$ cat src/rtl/ex_div_pkg.sv
// Shared opcodes, operation class, widths and FSM encoding for the
// iterative divide unit.
package ex_div_pkg;

    localparam int REG_LEN     = 5;
    localparam int OP_CODE_LEN = 8;
    localparam int OP_SEL_LEN  = 3;

    localparam logic [31:0] ZERO_WORD = 32'h0000_0000;

    localparam logic [OP_CODE_LEN-1:0] OP_DIV  = 8'h15;
    localparam logic [OP_CODE_LEN-1:0] OP_DIVU = 8'h16;
    localparam logic [OP_CODE_LEN-1:0] OP_REM  = 8'h17;
    localparam logic [OP_CODE_LEN-1:0] OP_REMU = 8'h18;

    localparam logic [OP_SEL_LEN-1:0] SEL_MULDIV = 3'b100;

    typedef enum logic [1:0] {
        ST_IDLE = 2'd0,
        ST_CALC = 2'd1,
        ST_DONE = 2'd2
    } state_t;

    function automatic logic is_div_op(input logic [OP_CODE_LEN-1:0] op);
        return (op == OP_DIV) || (op == OP_DIVU) || (op == OP_REM) || (op == OP_REMU);
    endfunction

endpackage

$ cat src/rtl/ex_div_core.sv
// Radix-2 restoring divider datapath on unsigned magnitudes: one quotient
// bit per step, MSB first. Outputs show the values after the current step.
module div_core (
    input  logic        clk,
    input  logic        rst,
    input  logic        load,
    input  logic        step,
    input  logic [31:0] dividend,
    input  logic [31:0] divisor,
    output logic [31:0] quo_step,
    output logic [31:0] rem_step
);

    logic [31:0] quo_q, rem_q, dsr_q;
    logic [32:0] shifted, diff;

    // Partial remainder stays below the divisor, so 33 bits hold the shift.
    assign shifted  = {rem_q, quo_q[31]};
    assign diff     = shifted - {1'b0, dsr_q};
    assign rem_step = 32'(diff[32] ? shifted : diff);
    assign quo_step = {quo_q[30:0], ~diff[32]};

    always_ff @(posedge clk) begin
        if (rst) begin
            quo_q <= '0;
            rem_q <= '0;
            dsr_q <= '0;
        end else if (load) begin
            quo_q <= dividend;
            rem_q <= '0;
            dsr_q <= divisor;
        end else if (step) begin
            quo_q <= quo_step;
            rem_q <= rem_step;
        end
    end

endmodule

$ cat src/rtl/ex_div.sv
// Multi-cycle DIV/DIVU/REM/REMU execution unit: FSM, sign handling and
// special cases around the div_core restoring datapath.
module ex_div
    import ex_div_pkg::*;
(
    input  logic                   clk,
    input  logic                   rst,
    input  logic                   rdy,
    input  logic                   flush,
    input  logic [31:0]            ex_reg1,
    input  logic [31:0]            ex_reg2,
    input  logic [REG_LEN-1:0]     ex_rd,
    input  logic                   ex_rd_enable,
    input  logic [OP_CODE_LEN-1:0] ex_aluop,
    input  logic [OP_SEL_LEN-1:0]  ex_alusel,
    output logic                   stall_req,
    output logic                   div_done,
    output logic [31:0]            div_result,
    output logic [REG_LEN-1:0]     div_rd,
    output logic                   div_rd_enable
);

    state_t                 state, state_nxt;
    logic [4:0]             cnt;
    logic [OP_CODE_LEN-1:0] aluop_q;
    logic                   neg_q, neg_r;
    logic [REG_LEN-1:0]     rd_q;
    logic                   rd_en_q;
    logic [31:0]            result_q;

    logic        start, sgn, div_zero, ovf, special, last;
    logic [31:0] abs_a, abs_b, special_res, quo_step, rem_step, q_fix, r_fix;

    assign start = (state == ST_IDLE) && (ex_alusel == SEL_MULDIV) && is_div_op(ex_aluop)
                   && rdy && !flush;
    assign sgn      = (ex_aluop == OP_DIV) || (ex_aluop == OP_REM);
    assign abs_a    = (sgn && ex_reg1[31]) ? -ex_reg1 : ex_reg1;
    assign abs_b    = (sgn && ex_reg2[31]) ? -ex_reg2 : ex_reg2;
    assign div_zero = (ex_reg2 == ZERO_WORD);
    assign ovf      = sgn && (ex_reg1 == 32'h8000_0000) && (ex_reg2 == 32'hFFFF_FFFF);
    assign special  = div_zero || ovf;

    always_comb begin
        special_res = div_zero ? 32'hFFFF_FFFF : 32'h8000_0000;
        if ((ex_aluop == OP_REM) || (ex_aluop == OP_REMU))
            special_res = div_zero ? ex_reg1 : ZERO_WORD;
    end

    div_core u_core (
        .clk      (clk),
        .rst      (rst),
        .load     (start && !special),
        .step     (rdy && (state == ST_CALC)),
        .dividend (abs_a),
        .divisor  (abs_b),
        .quo_step (quo_step),
        .rem_step (rem_step)
    );

    assign q_fix = neg_q ? -quo_step : quo_step;
    assign r_fix = neg_r ? -rem_step : rem_step;
    assign last  = (state == ST_CALC) && (cnt == 5'd31);

    always_comb begin
        state_nxt = state;
        case (state)
            ST_IDLE: if (start) state_nxt = special ? ST_DONE : ST_CALC;
            ST_CALC: if (flush) state_nxt = ST_IDLE;
                     else if (cnt == 5'd31) state_nxt = ST_DONE;
            ST_DONE: state_nxt = ST_IDLE;
            default: state_nxt = ST_IDLE;
        endcase
    end

    always_ff @(posedge clk) begin
        if (rst) begin
            state    <= ST_IDLE;
            cnt      <= '0;
            aluop_q  <= '0;
            neg_q    <= 1'b0;
            neg_r    <= 1'b0;
            rd_q     <= '0;
            rd_en_q  <= 1'b0;
            result_q <= ZERO_WORD;
        end else if (rdy) begin
            state <= state_nxt;
            if (start) begin
                cnt     <= '0;
                aluop_q <= ex_aluop;
                neg_q   <= sgn && (ex_reg1[31] ^ ex_reg2[31]);
                neg_r   <= sgn && ex_reg1[31];
                rd_q    <= ex_rd;
                rd_en_q <= ex_rd_enable;
                if (special) result_q <= special_res;
            end else if (state == ST_CALC) begin
                cnt <= cnt + 5'd1;
            end
            // Final step result is captured as the FSM enters DONE.
            if (last && !flush)
                result_q <= ((aluop_q == OP_REM) || (aluop_q == OP_REMU)) ? r_fix : q_fix;
        end
    end

    assign stall_req     = start || (state == ST_CALC);
    assign div_done      = (state == ST_DONE);
    assign div_result    = result_q;
    assign div_rd        = rd_q;
    assign div_rd_enable = div_done && rd_en_q;

endmodule

$ cat config.mk
export PLATFORM = sky130hd
export DESIGN_NAME = ex_div
export DESIGN_NICKNAME = d
export VERILOG_FILES = /design/src/rtl/ex_div_pkg.sv /design/src/rtl/ex_div_core.sv /design/src/rtl/ex_div.sv
export SDC_FILE = /design/constraint.sdc
export NUM_CORES = 1
export LEC_CHECK = 0
export CAP_MARGIN = 20
export CORE_MARGIN = 2
export CORE_UTILIZATION = 59
export DETAILED_ROUTE_END_ITERATION = 6
export PLACE_DENSITY = 0.82
export SYNTH_ARGS = -nofsm -noshare
export SYNTH_HDL_FRONTEND = slang
export SYNTH_SLANG_ARGS = --single-unit
$ cat constraint.sdc
create_clock -name clk -period 5.96 [get_ports clk]
set_input_delay 1.49 -clock clk [delete_from_list [all_inputs] [get_ports clk]]
set_output_delay 1.49 -clock clk [all_outputs]
set_load 0.01 [all_outputs]
==> summary.md, run 1 <==
| Metric | Value |
|---|---|
| Status | `finished, final reports clean` |
| Total gr overflow | `0` |
| Layout cells sized above 1 | `0.0492` |
| Seq/Total Area, Yosys | `0.247` |
| Die Y | `148 um` |
| Vias in the first global route | `12530` |
| Worst endpoint data arrival time | `5.60 ns` |
| Power per cell area | `164 mW/mm^2` |
| Post-route setup TNS | `0 ns` |
| Post-synthesis mux area share | `0.0281` |
| Setup violations, final | `0` |
| Pins over their slew limit | `0` |
| Core Util, Final | `0.698` |
| R2R setup slack | `0.70 ns` |
| Core Area | `0.0203 sq mm` |
| Slew HR | `0.262` |
| Hold Path Sink | `rd_en_q` |
| Die ar. | `0.0219 sq mm` |
| Layout overhead on the synthesized area | `15.9%` |
| CTS buffer count | `17` |
| Count of hold-fix buffers inserted at cts | `0` |
| Clk pwr share | `0.479` |
| Initial core utilization | `0.602` |
| Synth Area in Compound Gates | `0.258` |
| Core Rows | `52` |
| CP max-delay cell | `or3_1` |
| Crit start category | `flip-flop` |
| Final Net Count | `1920` |
| Final hold vios | `0` |
| Hold wc startpoint | `rd_en_q` |
| H-tree lvl count | `4` |
| CTS clk-pin slew, worst paths | `0.08 ns` |
| Max Freq | `190 MHz` |
| Post-CTS setup buffers | `0` |
| Worst path required time | `6.30 ns` |
| GRT Total Usage | `0.377` |
| Yosys reg bits | `151` |
| VDD IR max | `0.187 mV` |
| Flop pwr share | `0.435` |
| Die width | `148 um` |
| Final ANT Viol Nets | `0` |
| Reg-to-Reg End | `div_result[30]` |
| Placed Area | `0.0136 sq mm` |
| Post-Synth Adder-Cell Area | `0.0416` |
| Mapped Cells | `1741` |
| Design Area, Final | `0.0142 sq mm` |
| Post-Synth Simple-Gate Area | `0.277` |
| R2r worst-path depth | `19` |
| Critical path, cell by cell | `inv_1, ha_1, fa_1, nand2b_1, a21oi_1, o41ai_1, a211o_1, and3b_4, nor2_4, inv_2, buf_4, a21oi_1, ha_1, nand4_1, or3_1, o21ai_4, a41oi_1, xnor2_1, a2111oi_0` |
| Maxcap violations | `0` |
| Switching power | `0.000656 W` |
| Synthesized cell area | `0.0122 sq mm` |
| Routed len/inst | `20.0 um` |
| Worst Clk Skew | `0.0161 ns` |
| Post-synth top flop | `dfxtp_1` |
| HPWL after detailed placement | `31200 um` |
| Net Count, Synth | `1866` |
| Clock Latency Late Sink | `0.45 ns` |
| Net Sw Frac | `0.283` |
| Pin count of the biggest net entering global routing | `72` |
| Final Critical Period | `5.26 ns` |
| Final worst path period share | `0.883` |
| Placer Congestion | `0.995` |
| N_diodes | `0` |
| CTS tree | `done` |
| Max FO, Critical Path | `31` |
| Overall Power | `0.00232 W` |
| Crit. End Element | `flip-flop` |
| Combinational power share | `0.086` |
| Crit Path Category | `flip-flop to flip-flop` |
| Reg2reg start | `u_core.quo_q[31]` |
| CTS root buf | `clkbuf_16` |
| 1st-pass router iterations | `7` |
| XOR/XNOR share of the synthesized area | `0.0918` |
| Clk sink count | `151` |
| Final WL | `41600 um` |
| Initial DRC count | `1631` |
| DR vias | `13598` |
| DRC errors left | `0` |
| Distinct cell type count after synthesis | `85` |
| Post-CTS Resized | `0` |
| Antenna violations before repair | `0` |
| Int Pwr | `0.00166 W` |
| WHS Path Cells | `2` |
| Buffers added on ports | `124` |
| Vias per cell | `6.54` |
| Max incr delay on CP | `0.48 ns` |
| Worst Tran Pin Value | `1.10 ns` |
| Synth async-reset ratio | `0` |
| RSZ-0062 raised after global routing | `false` |
| CTS max path bufs | `2` |
| Ports | `125` |
| Leak | `5.35 nW` |
| Syn Area/Cell | `7.02 sq um` |
| Post-synth EDFFs | `0` |
| YS warnings | `0` |
| Worst hold path class | `flip-flop to flip-flop` |
| First-pass GRT wire length | `66000 um` |
| Largest family of logic cells by synthesized area | `simple AND/OR/NAND/NOR gates` |
[logic make-up (layout without fill, tap and decap cells)]
logic type               Yosys count  count (layout)
AND/OR/NAND/NOR                  720             720
AO/OA/AOI/OAI                    497             497
buffers and inverters            171             238
flip-flops                       151             151
multiplexers                      34              34
XOR/XNOR                         128             128
adder cells (fa/ha/maj)           40              40
[cells in the final DEF (no fill, tap or decap), drive strengths merged, types with 55 or more instances in the layout]
cell	n
a21oi	152
nor2	215
o21ai	133
nand3	55
clkdlybuf4s50	123
dfxtp	151
nand2	235
xnor2	64
xor2	64
inv	61
[routing by layer]
metal  global-route usage  part of all wire  routed length [um]  vias up
li1                     -                 -                   -     6359
met5                    0                 0                   0        -
met3               0.0799              0.11                4390      116
met2                0.585              0.44               18300      788
met1                0.521              0.42               17500     6335
met4                0.128             0.033                1380        0
[worst max path at each step]
stage,from,to,cells past startpoint
2_1_floorplan,u_core.quo_q[31],div_result[30],22
3_3_place_gp,ex_reg1[6],div_result[20],12
3_5_place_dp,ex_reg2[6],div_result[30],11
4_1_cts,rdy,stall_req,7
5_1_grt,u_core.quo_q[31],div_result[30],19
6_report,u_core.quo_q[31],div_result[30],19
[cell usage after synthesis, types with 21 or more instances]
master / number / area share
nand4_1: 31 / 0.016
xnor2_1: 64 / 0.046
ha_1: 39 / 0.040
a211oi_1: 44 / 0.027
dfxtp_1: 151 / 0.25
nor2_1: 213 / 0.065
nand2_1: 234 / 0.072
o31ai_1: 23 / 0.014
nor3_1: 45 / 0.018
mux2i_1: 32 / 0.026
or3_1: 22 / 0.011
o21ai_0: 125 / 0.051
nand3_1: 55 / 0.023
inv_1: 53 / 0.016
xor2_1: 64 / 0.046
clkbuf_1: 89 / 0.027
a31oi_1: 21 / 0.011
a21oi_1: 152 / 0.062
[power by group through the flow]
stage          Sequential (W)  Combinational [W]  Clock, W
6_report              0.00101           0.000199   0.00111
5_1_grt               0.00101           0.000212   0.00115
4_1_cts               0.00101           0.000194   0.00111
3_5_place_dp          0.00103           0.000192         0
3_3_place_gp          0.00103           0.000190         0
2_1_floorplan         0.00103          0.0000873         0
[worst max-delay path: cells and delay by family (launching register included)]
| kind | cells | cell delay, ns |
|---|---|---|
| AOI/OAI and AO/OA | 7 | 1.96 |
| xor gates and xnor gates | 1 | 0.17 |
| DFF | 1 | 0.37 |
| and+or+nand+nor | 5 | 1.24 |
| buffers and inverters | 3 | 0.41 |
| adders and majority gates | 3 | 0.98 |
[sequential cells by signal (all words and copies together), names as in the netlist]
name / count
div_rd: 5
cnt: 5
u_core.rem_q: 32
div_result: 32
neg_r: 1
rd_en_q: 1
u_core.dsr_q: 32
state: 2
neg_q: 1
u_core.quo_q: 32
aluop_q: 8
[through the flow]
stage          instances  hold WS (ns)  setup WS (ns)
3_5_place_dp        2046         0.444          0.563
3_3_place_gp        2046         0.437          0.697
5_1_grt             2078         0.472          0.293
4_1_cts             2078         0.453          0.850
2_1_floorplan       1741         0.427           1.11
6_report            2078         0.452          0.696
[final cells by class]
type / count / area, sq um
sequential: 151 / 3020
fill: 1801 / 6140
clock buffer: 17 / 425
inverter: 55 / 206
tap: 270 / 338
clock inverter: 15 / 176
timing repair buffer: 151 / 1470
multi-input combinational: 1419 / 8520
(Power assumes the default switching activity.)
==> run 2, diff against run 1 <==
- CORE_ASPECT_RATIO: unset -> 1.1
==> summary.md, run 2 (synthesis gave the netlist of run 1 again) <==
| Metric | Value |
|---|---|
| Status | `finished, final reports clean` |
| Design Area, Final | `0.0142 sq mm (about the same)` |
| Final setup margin | `0.673 ns (-0.0226 ns)` |
| CTS buffer count | `17 (unchanged)` |
| Area of the multi-input gates | `0.00853 sq mm (about the same)` |
| Power per cell area | `168 mW/mm^2 (+2.5%)` |
| Combinational power share | `0.082 (-0.004)` |
| CTS max path bufs | `2 (unchanged)` |
| Switching power | `0.000602 W (-8.3%)` |
| Die width | `141 um (-4.5%)` |
| Int Pwr | `0.00178 W (+6.8%)` |
| First-pass GRT wire length | `63700 um (-3.5%)` |
| CTS clk-pin slew, worst paths | `0.07 ns (about the same)` |
| Die Y | `155 um (+4.7%)` |
| Final worst path period share | `0.887 (+0.00380)` |
| Max Freq | `189 MHz (-0.43%)` |
| Worst hold path class | `flip-flop to flip-flop` |
| HPWL after detailed placement | `29800 um (-4.4%)` |
| CTS tree | `done` |
| Final ANT Viol Nets | `0 (unchanged)` |
| Ports | `125 (unchanged)` |
| Worst endpoint data arrival time | `5.59 ns (about the same)` |
| Pin count of the biggest net entering global routing | `78 (+8.3%)` |
| Post-CTS setup buffers | `0 (unchanged)` |
| H-tree lvl count | `4 (unchanged)` |
| Clk sink count | `151 (unchanged)` |
| Post-route setup TNS | `0 ns (unchanged)` |
| FF+latch area | `0.00302 sq mm (unchanged)` |
| Routed len/inst | `19.3 um (-3.6%)` |
| Buffers added on ports | `124 (unchanged)` |
| Clock Latency Late Sink | `0.44 ns (about the same)` |
| Slew HR | `0.250 (-0.0124)` |
| Pins over their slew limit | `0 (unchanged)` |
| Setup violations, final | `0 (unchanged)` |
| Final hold vios | `0 (unchanged)` |
| 1st-pass router iterations | `6 (-1)` |
| Maxcap violations | `0 (unchanged)` |
| Initial core utilization | `0.598 (-0.00409)` |
| Most frequent cells in the layout | `nand2_1 (234), nor2_1 (213), a21oi_1 (152)` |
| N_diodes | `0 (unchanged)` |
| Final WL | `39800 um (-4.2%)` |
| DRC errors left | `0 (unchanged)` |
| DP Worst Slack | `0.604 ns (+0.0409 ns)` |
| Worst path required time | `6.26 ns (-0.04 ns)` |
| Final Net Count | `1921 (+0.052%)` |
| GRT Total Usage | `0.359 (-0.0173)` |
| Max FO, Critical Path | `8 (-74%)` |
| Die ar. | `0.0219 sq mm (about the same)` |
| Layout cells sized above 1 | `0.0503 (+0.00108)` |
| Post-CTS Resized | `0 (unchanged)` |
| Crit Path Category | `flip-flop to flip-flop` |
| Vias per cell | `6.41 (-2.1%)` |
| Crit. End Element | `flip-flop` |
| Worst Tran Pin Value | `1.12 ns (+0.0193 ns)` |
| Flop pwr share | `0.424 (-0.011)` |
| Core Area | `0.0204 sq mm (+0.68%)` |
| Antenna violations before repair | `0 (unchanged)` |
| Net Sw Frac | `0.253 (-0.0299)` |
| Final Critical Period | `5.29 ns (+0.0226 ns)` |
| Core Rows | `55 (+5.8%)` |
| CTS root buf | `clkbuf_16` |
| Core Util, Final | `0.693 (-0.00425)` |
| Count of hold-fix buffers inserted at cts | `0 (unchanged)` |
| Placer Congestion | `0.995 (about the same)` |
| RSZ-0062 raised after global routing | `false` |
| Placed Area | `0.0135 sq mm (-0.29%)` |
| Total gr overflow | `0 (unchanged)` |
| Crit start category | `flip-flop` |
| DR vias | `13231 (-2.7%)` |
| Worst Clk Skew | `0.0146 ns (-0.00142 ns)` |
| Layout overhead on the synthesized area | `16.0% (about the same)` |
| Vias in the first global route | `12117 (-3.3%)` |
| Clk pwr share | `0.493 (+0.014)` |
| Initial DRC count | `1437 (-12%)` |
| VDD IR max | `0.174 mV (-7.1%)` |
| Most common cell after layout, fill and taps aside | `nand2_1` |
| Leak | `5.37 nW (+0.39%)` |
| Fill cell count | `1751 (-2.8%)` |
==> run 2: cell count changes in the layout (fill, tap and decap cells not counted), sizes merged <==
cell and change:
clkinv -2, clkinvlp -2, bufinv +3, buf +1, inv +1
==> run 2: path summary, 6_finish.rpt <==
kind	slack, ns	depth (start not counted)	to	startpoint
worst min-delay path	0.45	2	u_core.dsr_q[11]	u_core.dsr_q[11]
worst max-delay path	0.67	19	div_result[30]	u_core.quo_q[31]
worst max register to register	0.67	19	div_result[30]	u_core.quo_q[31]
worst min register to register	0.45	2	u_core.dsr_q[11]	u_core.dsr_q[11]
==> run 2: per-stage QoR <==
stage	cells	power (W)	hold slack [ns]
3_3_place_gp	2032	0.00122	0.435
2_1_floorplan	1741	0.00112	0.427
3_5_place_dp	2032	0.00122	0.443
6_report	2065	0.00238	0.448
5_1_grt	2065	0.00244	0.462
4_1_cts	2064	0.00238	0.452
==> run 2: worst max-delay path, cell delays in order (launching register included) <==
cell       delay [ns]
dfxtp_1          0.36
inv_1            0.09
ha_1             0.21
fa_1             0.45
nand2b_1         0.22
a21oi_1          0.33
o41ai_1          0.21
a211o_1          0.36
a21boi_2         0.30
nor2_4           0.07
inv_2            0.14
nor2_1           0.06
a21oi_1          0.24
ha_1             0.35
nand4_1          0.18
or3_1            0.48
o21ai_4          0.29
a41oi_1          0.21
xnor2_1          0.19
a2111oi_0        0.40
==> run 2: layer usage <==
metal  GRT usage  vias to the layer above  wire (um)
li1            -                     6374          -
met3      0.0585                      132       3160
met4       0.179                        0       2170
met2       0.577                      632      18100
met5           0                        -          0
met1       0.469                     6093      16400
==> run 2: layout make-up <==
cell class              instances  share of cell area
clock buffers                  17              0.0300
clock inverters                15              0.0145
inverters                      55              0.0146
multi-input cells            1419               0.602
flip-flops and latches        151               0.213
well taps                     256              0.0226
repair buffers                152               0.103
==> run 2: power groups by stage <==
| stage | logic [W] | clock network (W) | registers (W) |
|---|---|---|---|
| floorplan | 0.0000873 | 0 | 0.00103 |
| global placement | 0.000188 | 0 | 0.00103 |
| detailed placement | 0.000190 | 0 | 0.00103 |
| CTS | 0.000191 | 0.00118 | 0.00101 |
| global route | 0.000208 | 0.00123 | 0.00101 |
| finish | 0.000196 | 0.00117 | 0.00101 |
==> run 3, diff against run 2 <==
- CTS_CLUSTER_SIZE: unset -> 40
==> results of run 3 <==
Same layout as run 2: the final DEF is identical, and so are final timing and power.
